`config.mk`:
```
export PLATFORM = sky130hd
export DESIGN_NAME = lsu_mem_stage
export DESIGN_NICKNAME = d
export VERILOG_FILES = /design/src/rtl/lsu_mem_stage_pkg.sv /design/src/rtl/lsu_mem_stage_load_align.sv /design/src/rtl/lsu_mem_stage.sv
export SDC_FILE = /design/constraint.sdc
export NUM_CORES = 1
export LEC_CHECK = 0
export ABC_CLOCK_PERIOD_IN_PS = 2170
export BUFFER_PORTS_ARGS = -buffer_cell sky130_fd_sc_hd__buf_2
export CORE_AREA = 2 2 110 133
export CTS_BUF_LIST = sky130_fd_sc_hd__clkbuf_4 sky130_fd_sc_hd__clkbuf_8 sky130_fd_sc_hd__clkbuf_16
export DETAILED_ROUTE_END_ITERATION = 6
export DIE_AREA = 0 0 112 135
export PLACE_DENSITY = 0.66
export SLEW_MARGIN = 25
export SYNTH_ARGS = -nofsm -noshare
export SYNTH_HDL_FRONTEND = slang
export SYNTH_SLANG_ARGS = --single-unit
```
`constraint.sdc`:
```
create_clock -name clk -period 2.17 [get_ports clk]
set_clock_uncertainty 0.1 [all_clocks]
set_input_delay 0.434 -clock clk [delete_from_list [all_inputs] [get_ports clk]]
set_output_delay 0.434 -clock clk [all_outputs]
set_load 0.05 [all_outputs]
```
`src/rtl/lsu_mem_stage_pkg.sv`:
```
// Shared encodings for the load/store unit: controller load/store codes,
// FSM state encoding and the access-size helpers used for byte enables.
package lsu_mem_stage_pkg;

   localparam logic [2:0] MEM_READ_NONE  = 3'b000;
   localparam logic [2:0] MEM_READ_BYTE  = 3'b001;
   localparam logic [2:0] MEM_READ_HALF  = 3'b010;
   localparam logic [2:0] MEM_READ_WORD  = 3'b011;
   localparam logic [2:0] MEM_READ_BYTEU = 3'b100;
   localparam logic [2:0] MEM_READ_HALFU = 3'b101;

   localparam logic [1:0] MEM_WRITE_NONE = 2'b00;
   localparam logic [1:0] MEM_WRITE_BYTE = 2'b01;
   localparam logic [1:0] MEM_WRITE_HALF = 2'b10;
   localparam logic [1:0] MEM_WRITE_WORD = 2'b11;

   typedef enum logic [1:0] {
      LSU_ST_IDLE = 2'd0,
      LSU_ST_REQ  = 2'd1,
      LSU_ST_WAIT = 2'd2,
      LSU_ST_DONE = 2'd3
   } lsu_state_e;

   typedef enum logic [1:0] {
      SZ_BYTE = 2'd0,
      SZ_HALF = 2'd1,
      SZ_WORD = 2'd2
   } lsu_size_e;

   // Undefined load codes fall back to a full word access.
   function automatic lsu_size_e read_size(input logic [2:0] code);
      case (code)
         MEM_READ_BYTE, MEM_READ_BYTEU: read_size = SZ_BYTE;
         MEM_READ_HALF, MEM_READ_HALFU: read_size = SZ_HALF;
         default:                       read_size = SZ_WORD;
      endcase
   endfunction

   function automatic lsu_size_e write_size(input logic [1:0] code);
      case (code)
         MEM_WRITE_BYTE: write_size = SZ_BYTE;
         MEM_WRITE_HALF: write_size = SZ_HALF;
         default:        write_size = SZ_WORD;
      endcase
   endfunction

   // Halves look only at addr[1]; words ignore the low bits (forced alignment).
   function automatic logic [3:0] lsu_byte_en(input lsu_size_e sz, input logic [1:0] a);
      case (sz)
         SZ_BYTE: lsu_byte_en = 4'b0001 << a;
         SZ_HALF: lsu_byte_en = a[1] ? 4'b1100 : 4'b0011;
         default: lsu_byte_en = 4'b1111;
      endcase
   endfunction

endpackage

```
`src/rtl/lsu_mem_stage_load_align.sv`:
```
// Load lane select and sign/zero extension of the returned memory word.
module lsu_load_align
   import lsu_mem_stage_pkg::*;
(
   input  logic [2:0]  code_i,
   input  logic [1:0]  addr_lo_i,
   input  logic [31:0] rdata_i,
   output logic [31:0] data_o
);

   logic [7:0]  byte_v;
   logic [15:0] half_v;

   // Pick the addressed lane, then extend according to the load code.
   always_comb begin
      byte_v = rdata_i[{addr_lo_i, 3'b000} +: 8];
      half_v = addr_lo_i[1] ? rdata_i[31:16] : rdata_i[15:0];
      data_o = rdata_i;
      case (code_i)
         MEM_READ_BYTE:  data_o = {{24{byte_v[7]}}, byte_v};
         MEM_READ_BYTEU: data_o = {24'h000000, byte_v};
         MEM_READ_HALF:  data_o = {{16{half_v[15]}}, half_v};
         MEM_READ_HALFU: data_o = {16'h0000, half_v};
         default:        data_o = rdata_i;
      endcase
   end

endmodule

```
`src/rtl/lsu_mem_stage.sv`:
```
// Multi-cycle load/store unit with a req/gnt/rvalid data-memory port.
// Optional feature: define LSU_MISALIGN_TRAP_EN to trap misaligned half/word
// accesses (no memory request, o_misaligned pulse) instead of force-aligning.
//
// state | meaning
// IDLE  | no access in flight; accept a new access (stall combinationally)
// REQ   | request held stable until gnt
// WAIT  | load granted, waiting for rvalid
// DONE  | one-cycle completion; stall released, inputs ignored
module lsu_mem_stage
   import lsu_mem_stage_pkg::*;
#(
   parameter int ADDR_W = 32
) (
   input  logic              clk,
   input  logic              rst_n,
   input  logic              i_valid,
   input  logic [2:0]        i_mem_read,
   input  logic [1:0]        i_mem_write,
   input  logic [ADDR_W-1:0] i_addr,
   input  logic [31:0]       i_wdata,
   output logic              o_stall,
   output logic [31:0]       o_rdata,
   output logic              o_rdata_valid,
   output logic              o_dmem_req,
   output logic              o_dmem_we,
   output logic [ADDR_W-1:0] o_dmem_addr,
   output logic [3:0]        o_dmem_be,
   output logic [31:0]       o_dmem_wdata,
   input  logic              i_dmem_gnt,
   input  logic              i_dmem_rvalid,
   input  logic [31:0]       i_dmem_rdata
`ifdef LSU_MISALIGN_TRAP_EN
   ,
   output logic              o_misaligned
`endif
);

   lsu_state_e        state_q, state_d;
   logic              load_q;
   logic [2:0]        rcode_q;
   logic [ADDR_W-1:0] addr_q;
   logic [3:0]        be_q;
   logic [31:0]       wdata_q;
   logic [31:0]       rdata_q;

   logic              access;
   logic              is_load;
   lsu_size_e         size_in;
   logic [31:0]       wdata_in;
   logic              misal_in;
   logic [31:0]       align_data;

   // Decode the incoming instruction into access size, enables and lane data.
   always_comb begin
      access   = i_valid && ((i_mem_read != MEM_READ_NONE) || (i_mem_write != MEM_WRITE_NONE));
      is_load  = (i_mem_read != MEM_READ_NONE);
      size_in  = is_load ? read_size(i_mem_read) : write_size(i_mem_write);
      wdata_in = i_wdata;
      case (size_in)
         SZ_BYTE: wdata_in = {4{i_wdata[7:0]}};
         SZ_HALF: wdata_in = {2{i_wdata[15:0]}};
         default: wdata_in = i_wdata;
      endcase
`ifdef LSU_MISALIGN_TRAP_EN
      misal_in = ((size_in == SZ_HALF) && i_addr[0]) ||
                 ((size_in == SZ_WORD) && (i_addr[1:0] != 2'b00));
`else
      misal_in = 1'b0;
`endif
   end

   // Next-state logic; loads win over stores, misaligned traps skip memory.
   always_comb begin
      state_d = state_q;
      case (state_q)
         LSU_ST_IDLE: if (access) state_d = misal_in ? LSU_ST_DONE : LSU_ST_REQ;
         LSU_ST_REQ:  if (i_dmem_gnt) state_d = load_q ? LSU_ST_WAIT : LSU_ST_DONE;
         LSU_ST_WAIT: if (i_dmem_rvalid) state_d = LSU_ST_DONE;
         LSU_ST_DONE: state_d = LSU_ST_IDLE;
         default:     state_d = LSU_ST_IDLE;
      endcase
   end

   // State register; reset mid-access drops the request immediately.
   always_ff @(posedge clk or negedge rst_n) begin
      if (!rst_n) state_q <= LSU_ST_IDLE;
      else        state_q <= state_d;
   end

`ifdef LSU_MISALIGN_TRAP_EN
   logic misal_q;

   // Remember whether the accepted access trapped.
   always_ff @(posedge clk or negedge rst_n) begin
      if (!rst_n)                                   misal_q <= 1'b0;
      else if ((state_q == LSU_ST_IDLE) && access) misal_q <= misal_in;
   end

   assign o_misaligned  = (state_q == LSU_ST_DONE) && misal_q;
   assign o_rdata_valid = (state_q == LSU_ST_DONE) && !misal_q;
`else
   assign o_rdata_valid = (state_q == LSU_ST_DONE);
`endif

   // Latch the access on accept and capture extended load data on rvalid.
   always_ff @(posedge clk or negedge rst_n) begin
      if (!rst_n) begin
         load_q  <= 1'b0;
         rcode_q <= MEM_READ_NONE;
         addr_q  <= '0;
         be_q    <= 4'h0;
         wdata_q <= 32'h0;
         rdata_q <= 32'h0;
      end else begin
         if ((state_q == LSU_ST_IDLE) && access) begin
            load_q  <= is_load;
            rcode_q <= i_mem_read;
            addr_q  <= i_addr;
            be_q    <= lsu_byte_en(size_in, i_addr[1:0]);
            wdata_q <= is_load ? 32'h0 : wdata_in;
            rdata_q <= 32'h0;
         end else if ((state_q == LSU_ST_WAIT) && i_dmem_rvalid) begin
            rdata_q <= align_data;
         end
      end
   end

   lsu_load_align u_align (
      .code_i    (rcode_q),
      .addr_lo_i (addr_q[1:0]),
      .rdata_i   (i_dmem_rdata),
      .data_o    (align_data)
   );

   assign o_stall      = rst_n && (((state_q == LSU_ST_IDLE) && access) ||
                                   (state_q == LSU_ST_REQ) || (state_q == LSU_ST_WAIT));
   assign o_dmem_req   = (state_q == LSU_ST_REQ);
   assign o_dmem_we    = (state_q == LSU_ST_REQ) && !load_q;
   assign o_dmem_addr  = {addr_q[ADDR_W-1:2], 2'b00};
   assign o_dmem_be    = be_q;
   assign o_dmem_wdata = wdata_q;
   assign o_rdata      = rdata_q;

endmodule

```
==> results of run 1 <==
==> worst min path at each step <==
stage / startpoint / end / slack [ns] / depth (start not counted)
floorplan: rst_n / addr_q[0] / 0.04 / 0
CTS: i_addr[2] / addr_q[2] / 0.17 / 3
detailed placement: addr_q[25] / addr_q[25] / 0.36 / 2
global route: i_addr[2] / addr_q[2] / 0.18 / 3
finish: rst_n / o_rdata[20] / 0.16 / 2
global placement: addr_q[8] / addr_q[8] / 0.35 / 2
==> metal layers <==
layer	track usage, %	up-vias
met5	0	-
met4	6.17	0
met3	3.64	16
met2	34.7	225
met1	26.2	2385
li1	-	2345
==> final cells by class <==
type	instances	area share, %
Sequential cell	106	38.1
Multi-Input combinational cell	393	33.4
Timing Repair Buffer	242	19.9
Clock buffer	9	3.23
Tap cell	171	3.07
Clock inverter	5	1.17
Inverter	19	1.10
==> cells in the mapped netlist, types with 2 or more instances <==
| library cell | number |
|---|---|
| inv_1 | 19 |
| clkbuf_1 | 16 |
| o31ai_1 | 7 |
| o21a_1 | 2 |
| ha_1 | 7 |
| mux2i_1 | 13 |
| o2bb2ai_1 | 16 |
| a31oi_1 | 6 |
| buf_4 | 33 |
| a2111oi_1 | 6 |
| o22ai_1 | 8 |
| nand2_1 | 139 |
| nand3_1 | 10 |
| and3b_1 | 2 |
| o21ai_1 | 8 |
| o31a_1 | 2 |
| nor2_1 | 37 |
| dfrtp_1 | 106 |
| a21oi_1 | 10 |
| nor3_1 | 9 |
| mux2_2 | 15 |
| and2_1 | 2 |
| buf_2 | 12 |
| o21bai_1 | 2 |
| o21ai_0 | 48 |
| a211oi_1 | 17 |
| or2_2 | 2 |
| buf_6 | 3 |
==> power by group through the flow <==
stage | combinational [mW] | clock [mW] | sequential [mW]
2_1_floorplan | 3.49 | 0 | 4.47
3_3_place_gp | 5.91 | 0 | 3.14
3_5_place_dp | 6.03 | 0 | 3.16
4_1_cts | 6.08 | 1.75 | 3.13
5_1_grt | 6.47 | 1.84 | 3.22
6_report | 6.06 | 1.72 | 3.14
==> flip-flops by register name (all words and copies together), names as in the netlist <==
name          cells
addr_q           32
load_q            1
o_rdata          32
rcode_q           3
o_dmem_wdata     32
o_dmem_be         4
state_q           2
==> critical path: cells and delay by family <==
kind                       cells  cell delay, ns
adders and majority gates      1            0.12
AOI/OAI and AO/OA              1            0.28
and+or+nand+nor                2            0.62
buffers and inverters          3            0.29
==> kinds of logic after synthesis <==
logic type	count (synthesis)	synth area share (%)
AOI/OAI and AO/OA	142	17.6
xor gates and xnor gates	2	0.324
adders and majority gates	7	1.62
buffers and inverters	83	8.74
DFF	106	49.0
muxes	29	5.94
other	1	0.0693
and+or+nand+nor	211	16.7
==> timing repair <==
| action | CTS | global route |
|---|---|---|
| pin swaps | 2 | 0 |
| resized for setup | 7 | 1 |
| buffers inserted | 2 | 1 |
| setup endpoints to repair | 3 | 24 |
==> flow_metrics.env, run 1 <==
export IMPL_async_reset_ff_share_pct=100
export IMPL_layout_commonest_cell="buf_2"
export IMPL_ys_ff_latch=106
export IMPL_synth_cell_types=52
export IMPL_setup_ws_ns=-0.120
export IMPL_place_area_sq_mm=0.00660
export IMPL_rsz0062_at_grt="true"
export IMPL_antenna_left=0
export IMPL_synthCells=581
export IMPL_synth_area_top_cells="dfrtp_1 (49%), nand2_1 (9.6%), buf_4 (4.6%), o21ai_0 (4.4%), mux2_2 (3.1%)"
export IMPL_start_util_pct=39.3
export IMPL_fill_cells=1327
export IMPL_crit_end="o_stall"
export IMPL_hold_viol=0
export IMPL_startpoint="i_mem_write[0]"
export IMPL_setup_viol=1
export IMPL_rrSetupSlack_ns=0.08
export IMPL_regToRegStartpoint="state_q[0]"
export IMPL_seq_area_frac_synth_pct=49.0
export IMPL_fp_dieArea_sq_mm=0.0151
export IMPL_cellPowerDensity_mw_per_mm2=1570
export IMPL_wire_per_inst_um=16.3
export IMPL_numClockSinks=106
export IMPL_critPathRequiredTime_ns=1.64
export IMPL_p_clk_share_pct=15.7
export IMPL_antenna_cells=0
export IMPL_worst_slew_pin_transition_ns=0.757
export IMPL_gp_congestion=0.844
export IMPL_critPathLaunchType="primary input"
export IMPL_synthFlopType="dfrtp_1"
export IMPL_pwr_share_comb_pct=55.5
export IMPL_violations="setup timing"
export IMPL_htree_levels=3
export IMPL_port_buffers=207
export IMPL_coreArea_sq_mm=0.0138
export IMPL_layout_common_cells="buf_2 (203), nand2_1 (139), dfrtp_1 (106)"
export IMPL_setup_tns_ns=-0.120
export IMPL_vdd_drop_max_mv=0.813
export IMPL_wirelength_um=15400
export IMPL_final_area_sq_mm=0.00696
export IMPL_drc=0
export IMPL_clkSlewWorstSetupHoldPaths_ns=0.07
export IMPL_slew_headroom_pct=49.5
export IMPL_nets=884
export IMPL_dr_pass1_iters=5
export IMPL_grt_usage_pct=20.2
export IMPL_syn_area_sq_mm=0.00541
export IMPL_ioPinCount=210
export IMPL_clk_latency_ns=0.34
export IMPL_grt_max_degree=59
export IMPL_area_growth_pct=28.7
export IMPL_synth_top_area_share_pct=49.0
export IMPL_crit_type="in -> out"
export IMPL_top_layer="met4"
export IMPL_post_route_period_util_pct=106
export IMPL_cts_root_buf="clkbuf_16"
export IMPL_synth_edff_count=0
export IMPL_p_leak_nw=3.59
export IMPL_r2r_end="o_rdata[31]"
export IMPL_dr_first_iter_drc_count=229
export IMPL_antenna_found_initial=0
export IMPL_synth_top_area_cell="dfrtp_1"
export IMPL_gr_total_overflow=0
export IMPL_cts_made_buffers=9
export IMPL_cts_tree="done"
export IMPL_arrival_ns=1.76
export IMPL_holdCritPathClass="in -> async"
export IMPL_min_period_ns=2.29
export IMPL_die_height_um=135
export IMPL_viasPerCell=5.26
export IMPL_wl_met1_um=6550
export IMPL_critPathMaxStageDelay_ns=0.47
export IMPL_maxCapViolations=0
export IMPL_worstPathCellList="buf_6, inv_4, ha_4, or4b_4, nor2b_4, o31a_4, buf_8"
export IMPL_pre_cts_ws_ns=-0.269
export IMPL_grt_pass1_vias=4997
export IMPL_switching_share_pct=50.7
export IMPL_clockBufferDepth=2
export IMPL_die_width_um=112
export IMPL_hold_buffers=0
export IMPL_finalPower_mw=10.9
export IMPL_yosys_warnings=0
export IMPL_cp_end_kind="output pin"
export IMPL_grt_pass1_wl_um=24900
export IMPL_place_inst=928
export IMPL_routed_wl_met2_um=7550
export IMPL_dpl_hpwl_um=11600
export IMPL_syn_area_per_cell_sq_um=9.31
export IMPL_p_sw_mw=5.54
export IMPL_slew_viol_final=0
export IMPL_critPathMaxFanout=2
export IMPL_register_area_sq_mm=0.00265
export IMPL_reg2regPathDepth=8
export IMPL_drive_gt1_share_pct=37.6
export IMPL_wl_met3_um=1050
export IMPL_instances_no_fill=945
export IMPL_whs_ns=0.156
export IMPL_final_util_pct=50.6
export IMPL_crit_slowest_cell="or4b_4"
export IMPL_status="complete, but fails checks"
export IMPL_multi_input_area_sq_mm=0.00233
export IMPL_floorplan_rows=47
export IMPL_power_internal_mw=5.38
export IMPL_fmax_mhz=437
export IMPL_via_count=4971
export IMPL_seq_power_share_pct=28.7
Note: power is estimated with default switching activity, not from simulation.
==> inputs of run 2 (changes only) <==
--- a/config.mk
+++ b/config.mk
@@ -7,12 +7,13 @@
 export LEC_CHECK = 0
 export ABC_CLOCK_PERIOD_IN_PS = 2170
 export BUFFER_PORTS_ARGS = -buffer_cell sky130_fd_sc_hd__buf_2
-export CORE_AREA = 2 2 110 133
+export CORE_AREA = 2 2 114 139
 export CTS_BUF_LIST = sky130_fd_sc_hd__clkbuf_4 sky130_fd_sc_hd__clkbuf_8 sky130_fd_sc_hd__clkbuf_16
 export DETAILED_ROUTE_END_ITERATION = 6
-export DIE_AREA = 0 0 112 135
-export PLACE_DENSITY = 0.66
+export DIE_AREA = 0 0 116 141
+export PLACE_DENSITY = 0.65
 export SLEW_MARGIN = 25
 export SYNTH_ARGS = -nofsm -noshare
 export SYNTH_HDL_FRONTEND = slang
+export SYNTH_HIERARCHICAL = 1
 export SYNTH_SLANG_ARGS = --single-unit
==> run 2 against run 1 <==
Effect of this change: the flow still finishes with violations (setup timing); critical path depth stayed put; combinational power rose by 16%; first-iteration DRC count is 95% higher; utilization is 0.89 points lower; design area is 8.1% higher; non-clock buffer count rose by 1; synthesized area grew 9.3%; die area up 8.2%; critical endpoint unchanged; largest power group unchanged.
==> flow_metrics.env, run 2 <==
export IMPL_hold_viol=0
export IMPL_dpl_hpwl_um=12000
export IMPL_area_growth_pct=27.4
export IMPL_gr_total_overflow=0
export IMPL_critPathLaunchType="primary input"
export IMPL_violations="setup timing"
export IMPL_vdd_drop_max_mv=0.750
export IMPL_yosys_top_cells_count="nand2_1 (234), dfrtp_1 (106), a21oi_1 (47)"
export IMPL_yosys_warnings=6
export IMPL_p_leak_nw=3.93
export IMPL_async_reset_ff_share_pct=100
export IMPL_reg2regPathDepth=6
export IMPL_grt_pass1_vias=5320
export IMPL_start_util_pct=39.0
export IMPL_whs_ns=0.0265
export IMPL_drc=0
export IMPL_synth_area_top_cells="dfrtp_1 (45%), nand2_1 (15%), buf_4 (4.7%), a21oi_1 (4.0%), mux2i_1 (3.7%)"
export IMPL_slew_viol_final=0
export IMPL_cts_made_buffers=9
export IMPL_port_buffers=207
export IMPL_grt_max_degree=107
export IMPL_clk_latency_ns=0.35
export IMPL_layout_commonest_cell="nand2_1"
export IMPL_arrival_ns=1.73
export IMPL_min_period_ns=2.27
export IMPL_crit_type="in -> out"
export IMPL_status="complete, but fails checks"
export IMPL_fmax_mhz=441
export IMPL_seq_area_frac_synth_pct=44.9
export IMPL_clkSlewWorstSetupHoldPaths_ns=0.08
export IMPL_wirelength_um=16800
export IMPL_holdCritPathClass="in -> async"
export IMPL_die_height_um=141
export IMPL_numClockSinks=106
export IMPL_rsz0062_at_grt="true"
export IMPL_post_synth_top_count_cell="nand2_1"
export IMPL_setup_ws_ns=-0.0962
export IMPL_wire_per_inst_um=15.6
export IMPL_via_count=5425
export IMPL_cts_tree="done"
export IMPL_worst_slew_pin_transition_ns=0.636
export IMPL_grt_usage_pct=21.0
export IMPL_power_internal_mw=5.96
export IMPL_viasPerCell=5.02
export IMPL_layout_common_cells="nand2_1 (234), buf_2 (203), dfrtp_1 (106)"
export IMPL_critPathMaxFanout=2
export IMPL_dr_first_iter_drc_count=446
export IMPL_synth_cell_types=51
export IMPL_coreArea_sq_mm=0.0151
export IMPL_p_sw_mw=6.19
export IMPL_post_route_period_util_pct=104
export IMPL_seq_power_share_pct=26.0
export IMPL_dr_pass1_iters=5
export IMPL_antenna_found_initial=1
export IMPL_grt_pass1_wl_um=27000
export IMPL_setup_viol=1
export IMPL_regToRegStartpoint="addr_q[0]"
export IMPL_critPathRequiredTime_ns=1.64
export IMPL_synthFlopType="dfrtp_1"
export IMPL_clockBufferDepth=2
export IMPL_maxCapViolations=0
export IMPL_nets=977
export IMPL_fp_dieArea_sq_mm=0.0164
export IMPL_p_clk_share_pct=16.2
export IMPL_synthCells=688
export IMPL_synth_top_area_share_pct=44.9
export IMPL_pre_cts_ws_ns=-0.262
export IMPL_ioPinCount=210
export IMPL_pwr_share_comb_pct=57.9
export IMPL_drive_gt1_share_pct=34.4
export IMPL_antenna_left=0
export IMPL_hold_buffers=0
export IMPL_cellPowerDensity_mw_per_mm2=1610
export IMPL_cp_end_kind="output pin"
export IMPL_syn_area_sq_mm=0.00591
export IMPL_r2r_end="o_rdata[14]"
export IMPL_die_width_um=116
export IMPL_switching_share_pct=51.0
export IMPL_synth_edff_count=0
export IMPL_synth_top_area_cell="dfrtp_1"
export IMPL_slew_headroom_pct=57.6
export IMPL_htree_levels=3
export IMPL_floorplan_rows=50
export IMPL_syn_area_per_cell_sq_um=8.59
export IMPL_cts_root_buf="clkbuf_16"
export IMPL_rrSetupSlack_ns=0.11
export IMPL_ys_ff_latch=106
export IMPL_gp_congestion=0.897
[run 2: cell types whose count changed after synthesis, sizes merged, moves of 16 or more]
cell	change
o21ai	-18
o2bb2ai	-16
nand2	+104
a211oi	-17
a21oi	+49
buf	+17
[run 2: power groups by stage]
stage / Clock (mW) / Combinational (mW) / Sequential, mW
floorplan: 0 / 4.25 / 4.53
CTS: 2.02 / 7.03 / 3.17
global placement: 0 / 6.92 / 3.18
global route: 2.11 / 7.58 / 3.27
detailed placement: 0 / 7.01 / 3.17
finish: 1.96 / 7.03 / 3.16
[run 2: cell type report]
class	instances	area (sq um)
fillers	1540	7610
multi-input cells	495	2760
flip-flops and latches	106	2650
repair buffers	243	1430
well taps	208	260
clock buffers	9	225
clock inverters	7	135
inverters	10	62.6
diodes	2	5.00
[run 2: worst max path at each step]
stage                        start      end  cells after the start
detailed placement  i_mem_write[1]  o_stall                      7
floorplan           i_mem_write[1]  o_stall                      7
CTS                 i_mem_write[0]  o_stall                      7
finish              i_mem_write[1]  o_stall                      7
global route        i_mem_write[1]  o_stall                      7
global placement    i_mem_write[1]  o_stall                      7
[run 2: stage by stage]
step | utilization, % | power, mW | TNS [ns] | instance area (sq um) | std cells
floorplan | - | 8.78 | -0.206 | 5960 | 689
global placement | 46.8 | 10.1 | -3.26 | 7080 | 1060
detailed placement | 46.8 | 10.2 | -4.63 | 7080 | 1060
CTS | 49.4 | 12.2 | -0.106 | 7480 | 1077
global route | 49.7 | 13.0 | -0.115 | 7520 | 1078
finish | 49.7 | 12.2 | -0.0962 | 7530 | 1080
[run 2: cell families after synthesis]
logic type	Yosys count	share of synthesized area, %
and+or+nand+nor	295	20.5
AOI/OAI and AO/OA	163	18.7
DFF	106	44.9
buffers and inverters	88	9.27
muxes	26	4.81
adders and majority gates	7	1.44
xor gates and xnor gates	2	0.296
other	1	0.0635
[run 2: critical path: stages]
cell	delay, ns
buf_12	0.11
inv_12	0.04
ha_4	0.11
or4b_4	0.46
nor2b_4	0.15
o31a_4	0.28
buf_8	0.15
[run 2: what timing repair did]
item,4_1_cts,5_1_grt
pin swaps,2,0
endpoints found under the setup margin,1,31
resized for setup,9,6
setup buffers,1,1
[run 2: per-layer routing]
| metal | wire [um] | vias up | part of all wire (%) | global-route usage (%) |
|---|---|---|---|---|
| li1 | - | 2651 | - | - |
| met1 | 6950 | 2567 | 41 | 26.0 |
| met2 | 8360 | 187 | 50 | 35.1 |
| met3 | 1260 | 20 | 7.5 | 6.15 |
| met4 | 264 | 0 | 1.6 | 6.58 |
| met5 | 0 | - | 0 | 0 |
